**src/rtl/flit_sink_pkg.sv**
```systemverilog
// Shared types and constants for the flit sink. Supplies the constants_2D.v values
// (`SIZE, `NUM_NODES) behind their guard.
`ifndef CONSTANTS_2D_V
`define CONSTANTS_2D_V
`define SIZE 8
`define NUM_NODES 16
`endif

package flit_sink_pkg;

  localparam int unsigned FLIT_W   = `SIZE;
  localparam int unsigned RX_CNT_W = 16;

  typedef logic [FLIT_W-1:0]   flit_t;
  typedef logic [RX_CNT_W-1:0] rx_cnt_t;

  localparam rx_cnt_t RX_CNT_MAX = 16'hFFFF;

  function automatic rx_cnt_t sat_inc(input rx_cnt_t v);
    return (v == RX_CNT_MAX) ? v : v + rx_cnt_t'(1);
  endfunction

endpackage

```
**src/rtl/sink_fifo.sv**
```systemverilog
// DEPTH x FLIT_W FIFO for the flit sink; pointers wrap modulo DEPTH so DEPTH need
// not be a power of two.
module sink_fifo
  import flit_sink_pkg::*;
#(
  parameter int unsigned DEPTH = 4,
  localparam int unsigned PTR_W = (DEPTH > 1) ? $clog2(DEPTH) : 1,
  localparam int unsigned CNT_W = $clog2(DEPTH + 1)
) (
  input  logic              clk,
  input  logic              reset,
  input  logic              i_push,
  input  logic              i_pop,
  input  logic [FLIT_W-1:0] i_data,
  output logic [FLIT_W-1:0] o_head,
  output logic [CNT_W-1:0]  o_count,
  output logic              o_full,
  output logic              o_empty
);

  logic [FLIT_W-1:0] r_mem [DEPTH];
  logic [PTR_W-1:0]  r_wr_ptr;
  logic [PTR_W-1:0]  r_rd_ptr;
  logic [CNT_W-1:0]  r_count;
  logic              w_do_push;
  logic              w_do_pop;

  assign o_full  = (r_count == CNT_W'(DEPTH));
  assign o_empty = (r_count == '0);
  assign o_count = r_count;
  assign o_head  = r_mem[r_rd_ptr];

  // A pop frees the slot the same-edge push lands in when full.
  assign w_do_pop  = i_pop && !o_empty;
  assign w_do_push = i_push && (!o_full || w_do_pop);

  function automatic logic [PTR_W-1:0] ptr_next(input logic [PTR_W-1:0] p);
    return (p == PTR_W'(DEPTH - 1)) ? '0 : p + PTR_W'(1);
  endfunction

  always_ff @(posedge clk) begin
    if (w_do_push) begin
      r_mem[r_wr_ptr] <= i_data;
    end
  end

  always_ff @(posedge clk or posedge reset) begin
    if (reset) begin
      r_wr_ptr <= '0;
      r_rd_ptr <= '0;
      r_count  <= '0;
    end else begin
      if (w_do_push) r_wr_ptr <= ptr_next(r_wr_ptr);
      if (w_do_pop)  r_rd_ptr <= ptr_next(r_rd_ptr);
      unique case ({w_do_push, w_do_pop})
        2'b10:   r_count <= r_count + CNT_W'(1);
        2'b01:   r_count <= r_count - CNT_W'(1);
        default: r_count <= r_count;
      endcase
    end
  end

endmodule

```
**src/rtl/flit_sink.sv**
```systemverilog
// Terminal flit consumer: buffers ejected flits, drains them at a fixed service rate and
// keeps delivery statistics. Define SINK_CHECK_EN to build the destination check.
module flit_sink
  import flit_sink_pkg::*;
#(
  parameter int unsigned id           = 0,
  parameter int unsigned DEPTH        = 4,
  parameter int unsigned DRAIN_PERIOD = 1
) (
  input  logic              clk,
  input  logic              reset,
  input  logic              i_req,
  input  logic [FLIT_W-1:0] i_data,
  output logic              o_busy,
  output logic              o_flit_valid,
  output logic [FLIT_W-1:0] o_flit_out,
  output logic [15:0]       o_rx_count,
  output logic              o_overflow,
  output logic              o_misroute
);

  localparam int unsigned CNT_W = $clog2(DEPTH + 1);
  localparam int unsigned DRN_W = (DRAIN_PERIOD > 1) ? $clog2(DRAIN_PERIOD) : 1;

  if (DEPTH < 2 || DRAIN_PERIOD < 1 || id >= (1 << FLIT_W)) begin : g_param_err
    $error("flit_sink: parameter out of range");
  end

  logic [FLIT_W-1:0] w_head;
  logic [CNT_W-1:0]  w_count;
  logic              w_full;
  logic              w_empty;
  logic              w_push;
  logic              w_pop;
  logic              w_drain_tc;
  logic [DRN_W-1:0]  w_drain_d;

  logic [DRN_W-1:0]  r_drain_cnt;
  logic              r_flit_valid;
  logic [FLIT_W-1:0] r_flit_out;
  rx_cnt_t           r_rx_count;
  logic              r_overflow;

  sink_fifo #(
    .DEPTH (DEPTH)
  ) u_fifo (
    .clk     (clk),
    .reset   (reset),
    .i_push  (w_push),
    .i_pop   (w_pop),
    .i_data  (i_data),
    .o_head  (w_head),
    .o_count (w_count),
    .o_full  (w_full),
    .o_empty (w_empty)
  );

  // One spare slot below full covers the single req upstream may issue after busy rises.
  assign o_busy     = (w_count >= CNT_W'(DEPTH - 1));
  assign w_drain_tc = (r_drain_cnt == DRN_W'(DRAIN_PERIOD - 1));
  assign w_pop      = !w_empty && w_drain_tc;
  assign w_push     = i_req && (!w_full || w_pop);

  always_comb begin
    w_drain_d = r_drain_cnt + DRN_W'(1);
    if (w_empty || w_drain_tc) begin
      w_drain_d = '0;
    end
  end

  always_ff @(posedge clk or posedge reset) begin
    if (reset) begin
      r_drain_cnt  <= '0;
      r_flit_valid <= 1'b0;
      r_flit_out   <= '0;
      r_rx_count   <= '0;
      r_overflow   <= 1'b0;
    end else begin
      r_drain_cnt  <= w_drain_d;
      r_flit_valid <= w_pop;
      if (w_pop)  r_flit_out <= w_head;
      if (w_push) r_rx_count <= sat_inc(r_rx_count);
      if (i_req && w_full && !w_pop) r_overflow <= 1'b1;
    end
  end

  assign o_flit_valid = r_flit_valid;
  assign o_flit_out   = r_flit_out;
  assign o_rx_count   = r_rx_count;
  assign o_overflow   = r_overflow;

`ifdef SINK_CHECK_EN
  logic w_bad_dest;
  logic r_misroute;

  assign w_bad_dest = w_pop && (w_head != FLIT_W'(id));

  always_ff @(posedge clk or posedge reset) begin
    if (reset) begin
      r_misroute <= 1'b0;
    end else if (w_bad_dest) begin
      r_misroute <= 1'b1;
    end
  end

  always_ff @(posedge clk) begin
    if (!reset && w_bad_dest) begin
      $display("[flit_sink] t=%0t id=%0d misrouted flit=%0h", $time, id, w_head);
    end
  end

  assign o_misroute = r_misroute;
`else
  assign o_misroute = 1'b0;
`endif

endmodule

```
**config.mk**
```make
export PLATFORM = sky130hd
export DESIGN_NAME = flit_sink
export DESIGN_NICKNAME = d
export VERILOG_FILES = /design/src/rtl/flit_sink_pkg.sv /design/src/rtl/sink_fifo.sv /design/src/rtl/flit_sink.sv
export SDC_FILE = /design/constraint.sdc
export NUM_CORES = 1
export LEC_CHECK = 0
export ABC_CLOCK_PERIOD_IN_PS = 5800
export CAP_MARGIN = 20
export CORE_AREA = 2 2 74 76
export DETAILED_ROUTE_END_ITERATION = 8
export DIE_AREA = 0 0 76 78
export PLACE_DENSITY = 0.8
export SYNTH_ARGS = -nofsm -noshare
export SYNTH_HDL_FRONTEND = slang
export SYNTH_HIERARCHICAL = 1
export SYNTH_SLANG_ARGS = --single-unit
```
**constraint.sdc**
```tcl
create_clock -name clk -period 5.8 [get_ports clk]
set_input_delay 1.45 -clock clk [delete_from_list [all_inputs] [get_ports clk]]
set_output_delay 1.45 -clock clk [all_outputs]
set_load 0.05 [all_outputs]
```
# == Word-level counts from Yosys, hierarchy flattened ==
# Memory sizes are Yosys's and may differ from the RTL's. A register that Yosys moved wholly into a read port is not among the register bits.
# Cells that the tools add are included.
# totals
n_memories,1
ramBits,32
in_bits,11
output_inout_bits,28
reg_bits,26
word_cells,44
# mem_list
name,words,word_bits,rd,rd_clocked_by_memory_dff,wr,line_no,text
u_fifo.r_mem,4,8,1,1,1,sink_fifo.sv:21,logic [FLIT_W-1:0] r_mem [DEPTH];
# op_classes
reduce_logical,15
mux,6
n_addsub,6
eq_ne,6
n_bitwise,2
order_cmp,1
# op_table
op,n
adder 16 x 1 -> 16 bit (second input constant),1
== test 16 bit (second input constant),1
== test 2 bit (second input constant),3
logical AND 1 bit,6
one-hot mux 3 bit (2 select lines),1
adder 2 x 1 -> 2 bit (second input constant),2
two-way mux 2 bit,2
adder 3 x 1 -> 3 bit (second input constant),1
== test 3 bit (second input constant),1
greater-or-equal comparator 3 x 2 -> 1 bit (second input constant),1
logical NOT 1 bit,3
logical NOT 3 bit,1
logical OR 1 bit,3
two-way mux 1 bit,3
subtractor 3 x 1 -> 3 bit (second input constant),1
== test 2 x 1 -> 1 bit (second input constant),1
inverter 1 bit,2
AND reduction 2 bit,1
nonzero test 2 bit,1
adder 1 bit (second input constant),1

# == Depth between registers and ports, before layout ==
# Gate-level depths: netlist of the first run.
# logic_depth
depth_word,8
depth_mapped,13
mapped_depth_nobuf,13

# == Cells and area by module ==
# The synthesis of the first run kept the hierarchy.
# by_module_without_submodules
module,area_per_inst_um2,seq_area_each_um2,instances,cells_per_inst
sink_fifo,1619.1,1136.1,1,84
flit_sink,1246.2,675.6,1,99

# == Worst setup path before layout of the first run ==
# Ideal clock, no wire load.
# synth_path
kind,input to register
startpoint,input i_req
endpoint,"register u_fifo.r_count[2], in the netlist u_fifo/o_count[2]"
path_stages,10
path_slack_ns,2.847
t_required_ns,5.721
setup_ns,0.079
path_buffers,0
t_arrival_ns,2.874
cell_sequence,nand2_1 inv_1 o21a_4 inv_1 ha_1 inv_1 fa_1 xor2_1 nor2_1 xor2_1
# synth_via
elab_chain_len,4
word_cells_on_any_way,6
cone_classes,eq/ne (2); mux (1); reduce/logical (3)
# synth_lines
item,line_no,text
start: declaration,flit_sink.sv:12,"input logic i_req,"
logical AND 1 bit *,flit_sink.sv:62,assign w_push = i_req && (!w_full || w_pop);
via w_push,flit_sink.sv:33,logic w_push;
logical AND 1 bit *,sink_fifo.sv:35,assign w_do_push = i_push && (!o_full || w_do_pop);
== test 2 x 1 -> 1 bit / == test 2 bit (equally long branches),sink_fifo.sv:55,"unique case ({w_do_push, w_do_pop})"
one-hot mux 3 bit (2 select lines) / nonzero test 2 bit (equally long branches),n/a,
end signal: assignment,sink_fifo.sv:56,2'b10: r_count <= r_count + CNT_W'(1);
end signal: assignment,sink_fifo.sv:57,2'b01: r_count <= r_count - CNT_W'(1);
end signal: assignment,sink_fifo.sv:58,default: r_count <= r_count;
end: declaration,sink_fifo.sv:24,logic [CNT_W-1:0] r_count;
# Mark *: on every way through the listed nets, which the timed path passes. The rest lies on a longest branch.
# A chain may end at the register's enable or synchronous reset.

# == Worst setup path in the final report of the first run ==
# Ends and elaborated chain as after synthesis.

==> impl_metrics.env, run 1 <==
export IMPL_dp_cells=288
export IMPL_synth_xor_area_frac=0.0520
export IMPL_yosys_area_top_type_share=0.335
export IMPL_drive_gt1_frac=0.213
export IMPL_yosysSeqAreaShare=0.632
export IMPL_fin_nets=249
export IMPL_synth_commonest_cells="34 x dfrtp_1, 32 x edfxtp_1, 14 x xor2_1"
export IMPL_cts_buffers=9
export IMPL_netlist_instances=183
export IMPL_power_internal_uw=1200
export IMPL_fp_dieW_um=76
export IMPL_yosys_area_share_adder=0.0376
export IMPL_p_clk_frac=0.230
export IMPL_totalWireLength_mm=4.97
export IMPL_vias=1632
export IMPL_r2r_cells=10
export IMPL_fin_area_sq_um=3570
export IMPL_synth_simple_gate_area_share=0.115
export IMPL_synth_compound_area_frac=0.0140
export IMPL_gp_congestion=0.862
export IMPL_power_per_cell_area_nw_per_um2=527
export IMPL_hp_class="reg -> reg"
export IMPL_seqPwrFrac=0.397
export IMPL_rsz0062_at_grt="no"
export IMPL_final_instance_count_excl_fill=305
export IMPL_cts_sinks=66
export IMPL_p_sw_uw=682
export IMPL_final_hold_viol_count=0
export IMPL_vias_per_cell=5.35
export IMPL_synth_area_sq_um=2870
export IMPL_vdd_drop_max_mv=0.297
export IMPL_cp_start_kind="input pin"
export IMPL_grt_pass1_vias=1619
export IMPL_min_from="o_overflow$_DFFE_PP0P_"
export IMPL_ys_ff_latch=66
export IMPL_post_route_drc_count=0
export IMPL_grt_pass1_wl_mm=8.11
export IMPL_drv_slew=0
export IMPL_grt_total_usage=0.185
export IMPL_overflow=0
export IMPL_cts_tree="built"
export IMPL_holdBufCountCts=0
export IMPL_relSlewSlack=0.355
export IMPL_ys_warn_count=6
export IMPL_critPathRequiredTime_ps=6070
export IMPL_dp_hpwl_mm=3.41
export IMPL_port_buffers=37
export IMPL_share_comb_of_total_power=0.373
export IMPL_synth_top_cell_by_area="edfxtp_1"
export IMPL_finClkSkew_ps=5.20
export IMPL_die_area_sq_um=5930
export IMPL_crit_fanout=10
export IMPL_min_path_cells=1
export IMPL_synthMuxAreaShare=0.125
export IMPL_worstPathArrival_ps=3510
export IMPL_clk_latency_ps=340
export IMPL_fin_ws_ps=2550
export IMPL_grt_max_degree=28
export IMPL_hold_path_endpoint="o_overflow$_DFFE_PP0P_"
export IMPL_clock_path_buffers=2
export IMPL_synth_top_family_by_area="multiplexers"
export IMPL_fin_setup_tns_ps=0
export IMPL_root_buffer="clkbuf_8"
export IMPL_start_util=0.568
export IMPL_synth_most_common_cell="dfrtp_1"
export IMPL_cp_end_kind="register"
export IMPL_crit_start="i_req"
export IMPL_period_needed_ps=3250
export IMPL_core_area_sq_um=5040
export IMPL_antenna_left=0
export IMPL_hold_slack_ps=482
export IMPL_antenna_found_initial=0
export IMPL_clk_pin_slew_ps=60
export IMPL_path_class="in -> reg"
export IMPL_htree_levels=3
export IMPL_switching_share=0.362
export IMPL_min_period_over_period=0.560
export IMPL_rrSetupSlack_ps=3020
export IMPL_worstReg2RegStart="u_fifo/o_count[0]$_DFFE_PP0P_"
export IMPL_cts_setup_buffers=0
export IMPL_outcome="complete, no violations"
export IMPL_synth_edf_count=32
export IMPL_leakage_uw=0.00146
export IMPL_setup_viol=0
export IMPL_num_rows=26
export IMPL_timing_fmax_mhz=308
export IMPL_antenna_cells=0
export IMPL_postCtsResizedCells=0
export IMPL_drt_iter0_markers=76
export IMPL_fp_dieH_um=78
export IMPL_area_delta_synth_final_pct=24.5
export IMPL_syn_area_per_cell_sq_um=15.7
export IMPL_drtPass1Iterations=4
export IMPL_ys_types=39
export IMPL_dp_slack_ps=2210
export IMPL_io_pins=39
export IMPL_ys_flop_type="dfrtp_1"
export IMPL_wire_per_inst_um=16.3
export IMPL_r2r_end="u_fifo/o_count[2]$_DFFE_PP0P_"
export IMPL_maxCapViolCount=0
export IMPL_synth_area_leaders="edfxtp_1 34%, dfrtp_1 30%, mux4_2 6.3%"
export IMPL_async_flop_share=0.515
export IMPL_worst_pin_slew_ps=964
export IMPL_placed_cell_area_sq_um=3310
worst max-delay path, stage by stage:
cell	delay, ps
clkdlybuf4s50_1	440
nand2_1	270
inv_1	110
o21a_4	160
inv_1	60
ha_1	170
inv_1	60
fa_1	370
xor2_1	150
nor2_1	110
xor2_1	140
cell type report:
type                    instances  area [sq um]
clock buffers                  12           155
clock inverters                 4          73.8
fillers                       355          1480
inverters                      13          48.8
multi-input cells             102           992
flip-flops and latches         66          1810
well taps                      70          87.6
repair buffers                 38           398
logic make-up (layout without fill, tap and decap cells):
family,count (synthesis),after routing
adder cells (fa/ha/maj),8,8
multiplexers,23,23
AO/OA/AOI/OAI,5,5
AND/OR/NAND/NOR,47,47
buffers and inverters,16,67
other,1,2
XOR/XNOR,17,17
flip-flops,66,66
placed cells by master (no fill, tap or decap), types with 2 or more instances in the layout:
cell type / n
nor4_1: 3
mux2_2: 11
clkbuf_8: 11
nor3b_1: 2
xor2_1: 14
edfxtp_1: 32
nor4b_1: 4
inv_1: 13
nor3_1: 5
xnor2_1: 3
nand4_1: 3
mux4_2: 8
and2_2: 4
ha_1: 7
conb_1: 2
clkdlybuf4s50_1: 37
nor2_1: 5
nand2_1: 6
bufinv_16: 2
dfrtp_1: 34
mux2_4: 3
nand3_1: 5
per-stage QoR:
stage,utilization,power [uW]
final,0.707,1880
after floorplan,-,1250
after detailed placement,0.657,1460
after global placement,0.657,1440
after CTS,0.702,1900
after global routing,0.707,1980
sequential cells by signal (all words and copies together) (netlist names):
signal,flops
o_flit_out,8
o_flit_valid,1
o_overflow,1
o_rx_count,16
r_drain_cnt,1
u_fifo/o_count,3
u_fifo/r_mem,32
u_fifo/r_rd_ptr,2
u_fifo/r_wr_ptr,2
power by group through the flow:
stage          clock network [uW]  registers [uW]  logic, uW
6_report                      433             746        702
5_1_grt                       465             767        748
4_1_cts                       441             749        706
3_5_place_dp                    0             758        701
3_3_place_gp                    0             753        685
2_1_floorplan                   0             906        340
metal layers:
metal	global-route usage	vias up	wire, um
li1	-	766	-
met1	0.229	827	2160
met2	0.295	32	2550
met3	0.0698	7	205
met4	0.0800	0	62
met5	0	-	0
how the worst max path moves through the flow:
stage	endpoint	slack, ps	depth (start not counted)
after floorplan	u_fifo/o_count[2]$_DFFE_PP0P_	2850	10
after global placement	u_fifo/o_count[2]$_DFFE_PP0P_	2270	11
after detailed placement	u_fifo/o_count[2]$_DFFE_PP0P_	2210	11
after CTS	u_fifo/o_count[2]$_DFFE_PP0P_	2560	11
after global routing	u_fifo/o_count[2]$_DFFE_PP0P_	2380	11
final	u_fifo/o_count[2]$_DFFE_PP0P_	2550	11
Note: power is estimated with default switching activity, not from simulation.
==> inputs of run 2 (changes only) <==
--- a/config.mk
+++ b/config.mk
@@ -5,12 +5,12 @@
 export SDC_FILE = /design/constraint.sdc
 export NUM_CORES = 1
 export LEC_CHECK = 0
-export ABC_CLOCK_PERIOD_IN_PS = 5800
+export ABC_CLOCK_PERIOD_IN_PS = 3000
 export CAP_MARGIN = 20
-export CORE_AREA = 2 2 74 76
+export CORE_AREA = 2 2 76 78
 export DETAILED_ROUTE_END_ITERATION = 8
-export DIE_AREA = 0 0 76 78
-export PLACE_DENSITY = 0.8
+export DIE_AREA = 0 0 78 80
+export PLACE_DENSITY = 0.77
 export SYNTH_ARGS = -nofsm -noshare
 export SYNTH_HDL_FRONTEND = slang
 export SYNTH_HIERARCHICAL = 1
==> constraint.sdc (replaced) <==
create_clock -name clk -period 3 [get_ports clk]
set_input_delay 0.75 -clock clk [delete_from_list [all_inputs] [get_ports clk]]
set_output_delay 0.75 -clock clk [all_outputs]
set_load 0.05 [all_outputs]
==> run 2 against run 1 <==
Effect of this change:
- die area up 5.3%
- clock skew up 6.1 ps
- total power up 94%
- clock power up 91%
- combinational power up 95%
- critical path type is now reg -> reg
- count of clock-buffer cells in the layout down 3
- core utilization down 4.7 points
==> impl_metrics.env, run 2 (synthesis results as in run 1) <==
export IMPL_relSlewSlack=0.615
export IMPL_path_common_cell="inv_1"
export IMPL_path_class="reg -> reg"
export IMPL_cp_depth=13
export IMPL_root_buffer="clkbuf_8"
export IMPL_fp_dieW_um=78
export IMPL_largest_reg_flops=32
export IMPL_crit_slowest_cell="dfrtp_1"
export IMPL_cts_sinks=66
export IMPL_clock_path_buffers=2
export IMPL_cp_end_kind="register"
export IMPL_worstPathArrival_ps=2800
export IMPL_hold_slack_ps=500
export IMPL_leakage_uw=0.00146
export IMPL_grt_max_degree=28
export IMPL_period_needed_ps=2540
export IMPL_path_cells="or3b_1 > inv_1 > o21ai_1 > nand2_1 > inv_1 > o21a_4 > inv_1 > ha_1 > inv_1 > fa_1 > xor2_1 > nor2_1 > xor2_1"
export IMPL_power_per_cell_area_nw_per_um2=1020
export IMPL_num_rows=27
export IMPL_dp_hpwl_mm=3.43
export IMPL_critPathRequiredTime_ps=3260
export IMPL_rsz0062_at_grt="no"
export IMPL_grt_pass1_wl_mm=8.35
export IMPL_fp_dieH_um=80
export IMPL_cts_setup_buffers=0
export IMPL_hp_class="reg -> reg"
export IMPL_critPathTopFamily="simple AND/OR/NAND/NOR gates"
export IMPL_fillers=406
export IMPL_setup_viol=0
export IMPL_clk_pin_slew_ps=70
export IMPL_antenna_left=0
export IMPL_outcome="complete, no violations"
export IMPL_die_area_sq_um=6240
export IMPL_gp_congestion=0.801
export IMPL_r2r_cells=13
export IMPL_clk_latency_ps=340
export IMPL_fin_setup_tns_ps=0
export IMPL_min_path_cells=1
export IMPL_drt_iter0_markers=63
export IMPL_maxCapViolCount=0
export IMPL_vias_per_cell=5.35
export IMPL_crit_fanout=7
export IMPL_core_area_sq_um=5410
export IMPL_drtPass1Iterations=4
export IMPL_drv_slew=0
export IMPL_cp_slowest_stage_delay_ps=430
export IMPL_drive_gt1_frac=0.227
export IMPL_post_route_util=0.660
export IMPL_top_register="u_fifo/r_mem"
export IMPL_cp_start_kind="register"
export IMPL_worst_pin_slew_ps=577
export IMPL_totalWireLength_mm=5.08
export IMPL_area_delta_synth_final_pct=24.5
export IMPL_final_cell_mix="37 x clkdlybuf4s50_1, 34 x dfrtp_1, 32 x edfxtp_1"
export IMPL_start_util=0.530
export IMPL_io_pins=39
export IMPL_overflow=0
export IMPL_antenna_found_initial=0
export IMPL_finClkSkew_ps=11.3
export IMPL_cts_buffers=9
export IMPL_vdd_drop_max_mv=0.613
export IMPL_crit_buf_inv=4
export IMPL_timing_fmax_mhz=394
export IMPL_vias=1659
export IMPL_final_hold_viol_count=0
export IMPL_cts_tree="built"
export IMPL_grt_pass1_vias=1655
export IMPL_port_buffers=37
export IMPL_layout_commonest_cell="clkdlybuf4s50_1"
export IMPL_postCtsResizedCells=0
export IMPL_holdBufCountCts=0
export IMPL_min_period_over_period=0.846
export IMPL_post_route_drc_count=0
export IMPL_fin_nets=252
export IMPL_wire_per_inst_um=16.4
export IMPL_htree_levels=3
export IMPL_antenna_cells=0
export IMPL_grt_total_usage=0.183
## run 2: area by class of cell
class | instances | area [sq um] | share of cell area
Clock inverter | 7 | 100 | 0.0281
Tap cell | 72 | 90.1 | 0.0253
Sequential cell | 66 | 1810 | 0.508
Multi-Input combinational cell | 102 | 992 | 0.278
Inverter | 13 | 48.8 | 0.0137
Timing Repair Buffer | 41 | 400 | 0.112
Clock buffer | 9 | 124 | 0.0347
## run 2: path summary, 6_finish.rpt
kind                                                from                              to  slack (ps)
max reg2reg                u_fifo/o_count[0]$_DFFE_PP0P_   u_fifo/o_count[2]$_DFFE_PP0P_         460
max                        u_fifo/o_count[0]$_DFFE_PP0P_   u_fifo/o_count[2]$_DFFE_PP0P_         460
min                               o_overflow$_DFFE_PP0P_          o_overflow$_DFFE_PP0P_         500
max in group asynchronous                          reset       o_flit_out[7]$_DFFE_PP0P_        1920
min reg2reg                       o_overflow$_DFFE_PP0P_          o_overflow$_DFFE_PP0P_         500
min in group asynchronous                          reset  u_fifo/r_wr_ptr[0]$_DFFE_PP0P_         670
## run 2: worst reg2reg max path, stage by stage (launching register included)
cell     delay (ps)
dfrtp_1         430
or3b_1          420
inv_1            60
o21ai_1         110
nand2_1         120
inv_1            50
o21a_4          140
inv_1            60
ha_1            180
inv_1            60
fa_1            380
xor2_1          150
nor2_1          130
xor2_1          180
## run 2: where the power goes
part	total, uW	internal, uW	switching (uW)
registers	1440	1210	230
logic	1370	595	777
clock network	827	475	353
total	3640	2280	1360
## run 2: through the flow
stage	worst slack, ps	cell area (sq um)	cells	power (uW)
finish	461	3570	310	3640
global route	266	3570	310	3840
CTS	449	3570	310	3680
detailed placement	329	3340	294	2840
global placement	391	3340	294	2800
floorplan	519	2870	184	2410
## run 2: routing by layer
layer	global-route usage	part of all wire	up-vias
met4	0.0789	0.017	0
met1	0.235	0.43	850
li1	-	-	768
met3	0.0509	0.042	9
met5	0	0	-
met2	0.295	0.51	32
